[src/rtl/hazard_fwd_ctrl.sv]
`default_nettype none
// ============================================================================
// Module   : hazard_fwd_ctrl
// Purpose  : Load-use stall and registered EX operand forwarding control for
//            the 5-stage MIPS pipeline. Optional HAZARD_STALL_COUNT_EN adds a
//            saturating stall counter output.
// Revision : 1.0  initial release
// ============================================================================
module hazard_fwd_ctrl #(
  parameter int REG_AW = 5,
  parameter int CNT_W  = 16
) (
  input  logic              clk,
  input  logic              rst_n,
  input  logic              in_id_valid,
  input  logic [REG_AW-1:0] in_id_rs,
  input  logic [REG_AW-1:0] in_id_rt,
  input  logic              in_id_uses_rs,
  input  logic              in_id_uses_rt,
  input  logic [REG_AW-1:0] in_id_aw,
  input  logic              in_id_reg_write,
  input  logic              in_id_mem_read,
  input  logic              in_flush,
  output logic              out_stall,
  output logic [1:0]        out_fwd_a,
  output logic [1:0]        out_fwd_b,
`ifdef HAZARD_STALL_COUNT_EN
  output logic [CNT_W-1:0]  out_stall_cnt,
`endif
  output logic [REG_AW-1:0] out_ex_aw
);

  localparam logic [1:0] c_fwd_rf  = 2'b00;
  localparam logic [1:0] c_fwd_mem = 2'b01;
  localparam logic [1:0] c_fwd_wb  = 2'b10;

  typedef struct packed {
    logic              valid;
    logic [REG_AW-1:0] aw;
    logic              reg_write;
    logic              mem_read;
  } entry_t;

  entry_t     r_ex, r_mem, r_wb;
  logic [1:0] r_fwd_a, r_fwd_b;
  logic [1:0] w_fwd_a, w_fwd_b;
  logic       w_stall;
  logic       w_load_ex;

  // Nearest producer wins; a load still in EX never forwards (it stalls instead).
  function automatic logic [1:0] fwd_sel(input logic used, input logic [REG_AW-1:0] src,
                                         input entry_t ex, input entry_t mem);
    if (used && (src != '0) && ex.valid && ex.reg_write && !ex.mem_read && (src == ex.aw))
      return c_fwd_mem;
    else if (used && (src != '0) && mem.valid && mem.reg_write && (src == mem.aw))
      return c_fwd_wb;
    return c_fwd_rf;
  endfunction

  always_comb begin
    w_stall = in_id_valid && !in_flush &&
              r_ex.valid && r_ex.mem_read && r_ex.reg_write && (r_ex.aw != '0) &&
              ((in_id_uses_rs && (in_id_rs == r_ex.aw)) ||
               (in_id_uses_rt && (in_id_rt == r_ex.aw)));
    w_load_ex = in_id_valid && !in_flush && !w_stall;
    w_fwd_a   = fwd_sel(in_id_uses_rs, in_id_rs, r_ex, r_mem);
    w_fwd_b   = fwd_sel(in_id_uses_rt, in_id_rt, r_ex, r_mem);
  end

  always_ff @(posedge clk or negedge rst_n) begin
    if (!rst_n) begin
      r_ex    <= '0;
      r_mem   <= '0;
      r_wb    <= '0;
      r_fwd_a <= c_fwd_rf;
      r_fwd_b <= c_fwd_rf;
    end else begin
      r_wb  <= r_mem;
      r_mem <= r_ex;
      if (w_load_ex) begin
        r_ex    <= '{1'b1, in_id_aw, in_id_reg_write, in_id_mem_read};
        r_fwd_a <= w_fwd_a;
        r_fwd_b <= w_fwd_b;
      end else begin
        r_ex    <= '0;
        r_fwd_a <= c_fwd_rf;
        r_fwd_b <= c_fwd_rf;
      end
    end
  end

`ifdef HAZARD_STALL_COUNT_EN
  logic [CNT_W-1:0] r_stall_cnt;

  always_ff @(posedge clk or negedge rst_n) begin
    if (!rst_n)
      r_stall_cnt <= '0;
    else if (w_stall && (r_stall_cnt != '1))
      r_stall_cnt <= r_stall_cnt + 1'b1;
  end

  assign out_stall_cnt = r_stall_cnt;
`endif

  assign out_stall = w_stall;
  assign out_fwd_a = r_fwd_a;
  assign out_fwd_b = r_fwd_b;
  assign out_ex_aw = r_ex.valid ? r_ex.aw : '0;

endmodule
`default_nettype wire

[config.mk]
export PLATFORM = sky130hd
export DESIGN_NAME = hazard_fwd_ctrl
export DESIGN_NICKNAME = d
export VERILOG_FILES = /design/src/rtl/hazard_fwd_ctrl.sv
export SDC_FILE = /design/constraint.sdc
export NUM_CORES = 1
export LEC_CHECK = 0
export BUFFER_PORTS_ARGS = -buffer_cell sky130_fd_sc_hd__buf_2
export CAP_MARGIN = 20
export CORE_MARGIN = 1
export CORE_UTILIZATION = 48
export DETAILED_ROUTE_END_ITERATION = 10
export PLACE_DENSITY = 0.77
export SETUP_SLACK_MARGIN = 0.2
export SYNTH_ARGS = -nofsm -noshare
export SYNTH_HDL_FRONTEND = slang
export SYNTH_SLANG_ARGS = --single-unit
export TNS_END_PERCENT = 1
[constraint.sdc]
create_clock -name clk -period 2.17 [get_ports clk]
set_input_delay 0.1085 -clock clk [delete_from_list [all_inputs] [get_ports clk]]
set_output_delay 0.1085 -clock clk [all_outputs]
set_load 0.005 [all_outputs]
==> impl_metrics.csv, run 1 <==
group,metric,value,unit
placed_design,place_area,1160,um^2
clock_tree,clk_path_buf_depth,2,
logic_synthesis,ys_top_cells_by_area,"dfrtp_1 (50%), xnor2_1 (15%), and2_1 (3.9%)",
logic_synthesis,yosysTopAreaCell,"dfrtp_1",
critical_path,reg2reg_to,"out_fwd_b[1]$_DFF_PN0_",
worst_hold_path,hold_path_depth,3,
grt,grt_pass1_wl,3550,um
critical_path,slowest_stage,"or4_4",
clock_tree,numCtsBuffers,3,
critical_path,reg2reg_depth,5,
timing,fin_skew,0.00810,ns
grt,grt_pass1_vias,803,
clock_tree,cts_tree,"yes",
timing,worst_pin_slew,0.412,ns
critical_path,rr_startpoint,"r_ex[4]$_DFF_PN0_",
timing,setup_viol,0,
clock_tree,cts_max_level,1,
outcome,status,"finished, final reports clean",
critical_path,crit_path_frequent_cell,"buf_6",
floorplan,start_util,53.1,%
floorplan,die_area,2170,um^2
drt,drt-initial-drc-count,17,
critical_path,critical_path_class,"reg -> out",
job,maxCapViolCount,0,
logic_synthesis,synth-main-ff-cell,"dfrtp_1",
final_layout,syn2layout_area_growth,37.2,%
timing,finalMaxSlewViolations,0,
logic_synthesis,synth_area_per_cell,10.6,um^2
critical_path,slowest_delay,0.52,ns
timing,slew_headroom,72.5,%
logic_synthesis,synth.top_cells.by_count,"dfrtp_1 (19), xnor2_1 (16), nand2_1 (9)",
critical_path,crit_path_end_kind,"output pin",
worst_hold_path,hold_class,"in -> reg",
placed_design,port_buffers,32,
worst_hold_path,hp-start,"in_id_reg_write",
critical_path,cp_max_fo,7,
floorplan,dieHeight,46.6,um
logic_synthesis,async_reset_ff_share,100,%
timing,holdWs,0.0115,ns
final_layout,drive_gt1_share,41.3,%
timing,fmax,504,MHz
logic_synthesis,syn-num-nets,113,
timing,report.final.hold_viol_count,0,
pwr,irDropWorstVdd,0.407,mV
drt,drc_errors,0,
final_layout,instances_no_fill,163,
pwr,p_leak,0.645,nW
final_layout,num-fill-cells,144,
logic_synthesis,synth_seq_cells,19,
clock_tree,clk_pin_slew_worst_paths,0.11,ns
final_layout,regArea,475,um^2
critical_path,critPathArrivalTime,1.88,ns
logic_synthesis,synth_area,956,um^2
final_layout,layout.nets,162,
clock_tree,clk_latency,0.29,ns
timing,setup_tns,0,ns
clock_tree,cts_root_buf,"clkbuf_4",
pwr,powerDensity,504,nW/um^2
final_layout,multi_input_area,489,um^2
logic_synthesis,synth.most_common_cell,"dfrtp_1",
drt,ant_nets,0,
logic_synthesis,synth_edf_count,0,
logic_synthesis,ys_warn_count,0,
floorplan,core,1800,um^2
placed_design,dp_hpwl,1600,um
floorplan,rows,15,
placed_design,dp_cells,147,
critical_path,cp_cell_sequence,"or4_4 -> o211a_1 -> buf_6 -> and2_4 -> buf_6",
worst_hold_path,hold_end,"r_ex[1]$_DFF_PN0_",
final_layout,stdcell_area,1310,um^2
final_layout,diodes,0,
drt,wl_per_cell,14.2,um
logic_synthesis,synth_cell_types,25,
drt,vias,857,
grt,antenna_found_initial,0,
clock_tree,clock_sinks,19,
placed_design,routabilityCongestion,0.976,
critical_path,rrSetupSlack,0.22,ns
critical_path,start_kind,"flip-flop",
timing,period_share,91.5,%
drt,routed_wl,2320,um
grt,grt_max_degree,20,
timing,period_minus_slack,1.99,ns
grt,grt_usage,24.2,%
logic_synthesis,ys_seq_area_share,49.7,%
floorplan,ios,33,
critical_path,worst_ep_required_time,2.06,ns
drt,dr.pass1.iters,4,
logic_synthesis,synth_top_area_share,49.7,%
drt,viasPerCell,5.26,
grt,globalRoute.totalOverflow,0,
timing,rsz0062_at_grt,"true",
floorplan,fp.dieW,46.6,um
logic_synthesis,syn_inst,90,
worst max-delay path by stage:
stage	from	endpoint	slack (ns)	depth (start not counted)
2_1_floorplan	r_ex[3]$_DFF_PN0_	out_fwd_b[1]$_DFF_PN0_	0.45	4
3_3_place_gp	r_ex[3]$_DFF_PN0_	out_fwd_b[1]$_DFF_PN0_	0.41	4
3_5_place_dp	r_ex[3]$_DFF_PN0_	out_fwd_b[1]$_DFF_PN0_	0.38	4
4_1_cts	r_ex[3]$_DFF_PN0_	out_stall	0.21	5
5_1_grt	r_ex[5]$_DFF_PN0_	out_stall	0.16	5
6_report	r_ex[4]$_DFF_PN0_	out_stall	0.18	5
cell type report:
type | instances | share of cell area, %
tap | 25 | 2.39
sequential | 19 | 36.3
multi-input combinational | 67 | 37.3
timing repair buffer | 47 | 21.8
clock buffer | 4 | 2.00
inverter | 1 | 0.286
cell usage in the layout (no fill, tap or decap), types with 2 or more instances in the layout:
cell type,Yosys,routed
and2_1,6,5
nor3_1,2,2
buf_6,0,2
a21oi_1,7,7
nor4_1,2,2
or4_1,3,2
clkbuf_4,0,3
xnor2_1,16,15
dfrtp_1,19,19
buf_4,0,13
xor2_1,4,4
nand2_1,9,9
a2111oi_2,2,2
nand4_1,4,4
buf_2,1,31
kinds of logic (layout without fill, tap and decap cells):
group                  count (synthesis)  in the layout  synth area share [%]
buffers and inverters                  4             52                  1.70
AND/OR/NAND/NOR                       32             32                  18.8
XOR/XNOR                              20             20                  18.3
AO/OA/AOI/OAI                         15             15                  11.4
flip-flops                            19             19                  49.7
timing repair:
item / 4_1_cts / 5_1_grt
resized for setup: 0 / 7
hold buffers: 1 / 0
buffers inserted: 3 / 8
setup endpoints to repair: 1 / 1
cloned: 0 / 0
pin swaps: 0 / 3
hold endpoints to repair: 19 / 0
metal layers:
metal / up-vias / global-route usage (%) / share of wire [%]
met4: 0 / 8.57 / 1.6
li1: 413 / - / -
met2: 43 / 42.2 / 51
met3: 8 / 3.92 / 7.4
met1: 393 / 29.7 / 40
met5: - / 0 / 0
power by group:
| group | leakage, nW | internal, W | switching (W) | total (W) |
|---|---|---|---|---|
| combinational | 0.374 | 0.0000549 | 0.0000551 | 0.000110 |
| clock | 0.0150 | 0.0000714 | 0.000104 | 0.000176 |
| sequential | 0.257 | 0.000365 | 0.0000106 | 0.000376 |
| total | 0.645 | 0.000491 | 0.000170 | 0.000661 |
registers in the layout, indices dropped and copies added, names as in the netlist:
signal / flops
r_ex: 8
r_mem: 7
out_fwd_a: 2
out_fwd_b: 2
worst max-delay path: cells and delay by family (launching register included):
family                 cells  cell delay [ns]
and+or+nand+nor            2             0.65
DFF                        1             0.42
AOI/OAI and AO/OA          1             0.27
buffers and inverters      2             0.24
stage by stage:
step           util [%]  total power (W)  setup slack, ns
6_report           72.8         0.000661            0.185
5_1_grt            72.8         0.000685            0.159
4_1_cts            67.5         0.000652            0.206
3_5_place_dp       64.2         0.000477            0.375
3_3_place_gp       64.2         0.000475            0.407
2_1_floorplan         -         0.000429            0.453
(Power assumes the default switching activity.)
==> run 2, diff against run 1 <==
--- a/config.mk
+++ b/config.mk
@@ -7,10 +7,12 @@
 export LEC_CHECK = 0
 export BUFFER_PORTS_ARGS = -buffer_cell sky130_fd_sc_hd__buf_2
 export CAP_MARGIN = 20
+export CELL_PAD_IN_SITES_DETAIL_PLACEMENT = 0
+export CELL_PAD_IN_SITES_GLOBAL_PLACEMENT = 2
 export CORE_MARGIN = 1
-export CORE_UTILIZATION = 48
+export CORE_UTILIZATION = 29
 export DETAILED_ROUTE_END_ITERATION = 10
-export PLACE_DENSITY = 0.77
+export PLACE_DENSITY_LB_ADDON = 0.1
 export SETUP_SLACK_MARGIN = 0.2
 export SYNTH_ARGS = -nofsm -noshare
 export SYNTH_HDL_FRONTEND = slang
==> constraint.sdc (replaced) <==
create_clock -name clk -period 2.17 [get_ports clk]
set_input_delay 0.1085 -clock clk [delete_from_list [all_inputs] [get_ports clk]]
set_output_delay 0.1085 -clock clk [all_outputs]
set_load 0.02 [all_outputs]
==> impl_metrics.csv, run 2 (synthesis results as in run 1) <==
group,metric,value,unit
timing,rsz0062_at_grt,"true",
drt,drt-initial-drc-count,8,
timing,report.final.hold_viol_count,0,
timing,finalMaxSlewViolations,0,
clock_tree,clk_path_buf_depth,2,
grt,grt_pass1_vias,864,
floorplan,start_util,31.1,%
final_layout,instances_no_fill,180,
pwr,p_leak,0.633,nW
grt,grt_pass1_wl,4060,um
timing,worst_pin_slew,0.429,ns
pwr,p_int,0.000496,W
final_layout,drive_gt1_share,40.4,%
job,maxCapViolCount,0,
placed_design,dp_cells,166,
timing,period_share,89.1,%
clock_tree,clock_sinks,19,
critical_path,slowest_delay,0.53,ns
final_layout,largest-register,"r_ex",
grt,grt_max_degree,20,
clock_tree,cts_tree,"yes",
timing,setup_tns,0,ns
timing,setup_viol,0,
final_layout,diodes,0,
clock_tree,clk_pin_slew_worst_paths,0.11,ns
critical_path,critical_path_class,"reg -> out",
final_layout,num-fill-cells,334,
final_layout,reg_top3,"r_ex: 8 flops, r_mem: 7 flops",
final_layout,layout.nets,160,
placed_design,port_buffers,32,
critical_path,slowest_stage,"or4_4",
pwr,p_clk_share,26.6,%
pwr,p_switching,0.000177,W
floorplan,die_area,3530,um^2
worst_hold_path,hold_class,"in -> reg",
final_layout,syn2layout_area_growth,40.4,%
floorplan,dieHeight,59.4,um
drt,wl_per_cell,13.4,um
grt,grt_usage,15.9,%
grt,globalRoute.totalOverflow,0,
pwr,combPwrFrac,17.6,%
critical_path,crit_path_end_kind,"output pin",
critical_path,start_kind,"flip-flop",
critical_path,critPathArrivalTime,1.83,ns
final_layout,largest_reg_flops,8,
drt,routed_wl,2410,um
placed_design,place_area,1180,um^2
grt,antenna_found_initial,0,
final_layout,final_util,43.6,%
drt,ant_nets,0,
timing,period_minus_slack,1.93,ns
timing,slew_headroom,71.4,%
drt,vias,823,
critical_path,worst_ep_required_time,2.06,ns
clock_tree,cts_root_buf,"clkbuf_4",
floorplan,fp.dieW,59.4,um
placed_design,routabilityCongestion,0.787,
drt,drc_errors,0,
critical_path,cp_max_fo,2,
drt,viasPerCell,4.57,
pwr,powerDensity,502,nW/um^2
critical_path,cp_cell_sequence,"or4_4 -> o211a_1 -> buf_6 -> and2_4 -> buf_6",
pwr,seq_power_share,55.8,%
placed_design,dp_hpwl,1860,um
clock_tree,cts_max_level,1,
critical_path,crit_path_frequent_cell,"buf_6",
final_layout,layout_common_cells,"buf_2 (31), dfrtp_1 (18), xnor2_1 (15), buf_4 (10), nand2_1 (9)",
pwr,irDropWorstVdd,0.223,mV
timing,fin_skew,0.00269,ns
outcome,status,"finished, final reports clean",
timing,fmax,517,MHz
floorplan,rows,20,
final_layout,stdcell_area,1340,um^2
clock_tree,numCtsBuffers,3,
drt,dr.pass1.iters,4,
floorplan,ios,33,
floorplan,core,3080,um^2
clock_tree,clk_latency,0.29,ns
pwr,switching_share,26.3,%
final_layout,final_common_cell,"buf_2",
-- run 2: cell types whose count changed in the layout (fill, tap and decap cells not counted), sizes merged --
cell,before,now
buf,46,43
dlygate4sd3,1,2
-- run 2: stage by stage --
stage	setup WS, ns	power [W]	hold slack, ns
after detailed placement	0.305	0.000482	0.0766
after floorplan	0.453	0.000431	-0.187
final	0.236	0.000673	0.0105
after CTS	0.182	0.000675	0.00352
after global placement	0.368	0.000483	0.0761
after global routing	0.165	0.000712	0.0230
-- run 2: power by group through the flow --
stage	combinational [W]	sequential [W]	clock (W)
3_5_place_dp	0.0000974	0.000385	0
5_1_grt	0.000132	0.000378	0.000203
6_report	0.000119	0.000376	0.000179
2_1_floorplan	0.0000499	0.000381	0
4_1_cts	0.000113	0.000376	0.000186
3_3_place_gp	0.0000984	0.000384	0
-- run 2: layer usage --
layer	share of wire, %	wire length, um	GRT usage (%)	vias to the layer above
met5	0	0	0	-
met4	1.9	46	6.12	0
met3	6.6	160	3.28	5
met2	48	1150	26.6	32
met1	44	1060	20.1	381
li1	-	-	-	405
-- run 2: worst paths after layout --
| path | end | cells after the start | slack, ns | start |
|---|---|---|---|---|
| min | r_ex[1]$_DFF_PN0_ | 3 | 0.01 | in_id_reg_write |
| min reg2reg | r_mem[1]$_DFF_PN0_ | 0 | 0.40 | r_ex[1]$_DFF_PN0_ |
| max reg2reg | out_fwd_a[1]$_DFF_PN0_ | 5 | 0.32 | r_ex[5]$_DFF_PN0_ |
| min in group asynchronous | r_mem[6]$_DFF_PN0_ | 2 | 0.28 | rst_n |
| max | out_stall | 5 | 0.24 | r_ex[5]$_DFF_PN0_ |
| max in group asynchronous | r_ex[4]$_DFF_PN0_ | 2 | 1.57 | rst_n |
-- run 2: timing repair --
item	CTS	global route
hold buffers	2	0
gates resized for setup	8	3
endpoints found under the setup margin	1	2
endpoints found under the hold margin	20	0
pin swaps	2	3
buffers inserted	6	2
-- run 2: worst max-delay path: cells and delay by family (launching register included) --
kind            cells  cell delay [ns]
simple gates        2             0.66
compound gates      1             0.24
flops               1             0.39
buf+inv             2             0.24
-- run 2: area by class of cell --
class | count | area [um^2] | area share [%]
clock buffers | 4 | 26.3 | 1.96
repair buffers | 45 | 273 | 20.3
multi-input cells | 67 | 508 | 37.8
inverters | 1 | 3.75 | 0.280
well taps | 44 | 55.1 | 4.10
flip-flops and latches | 19 | 477 | 35.5
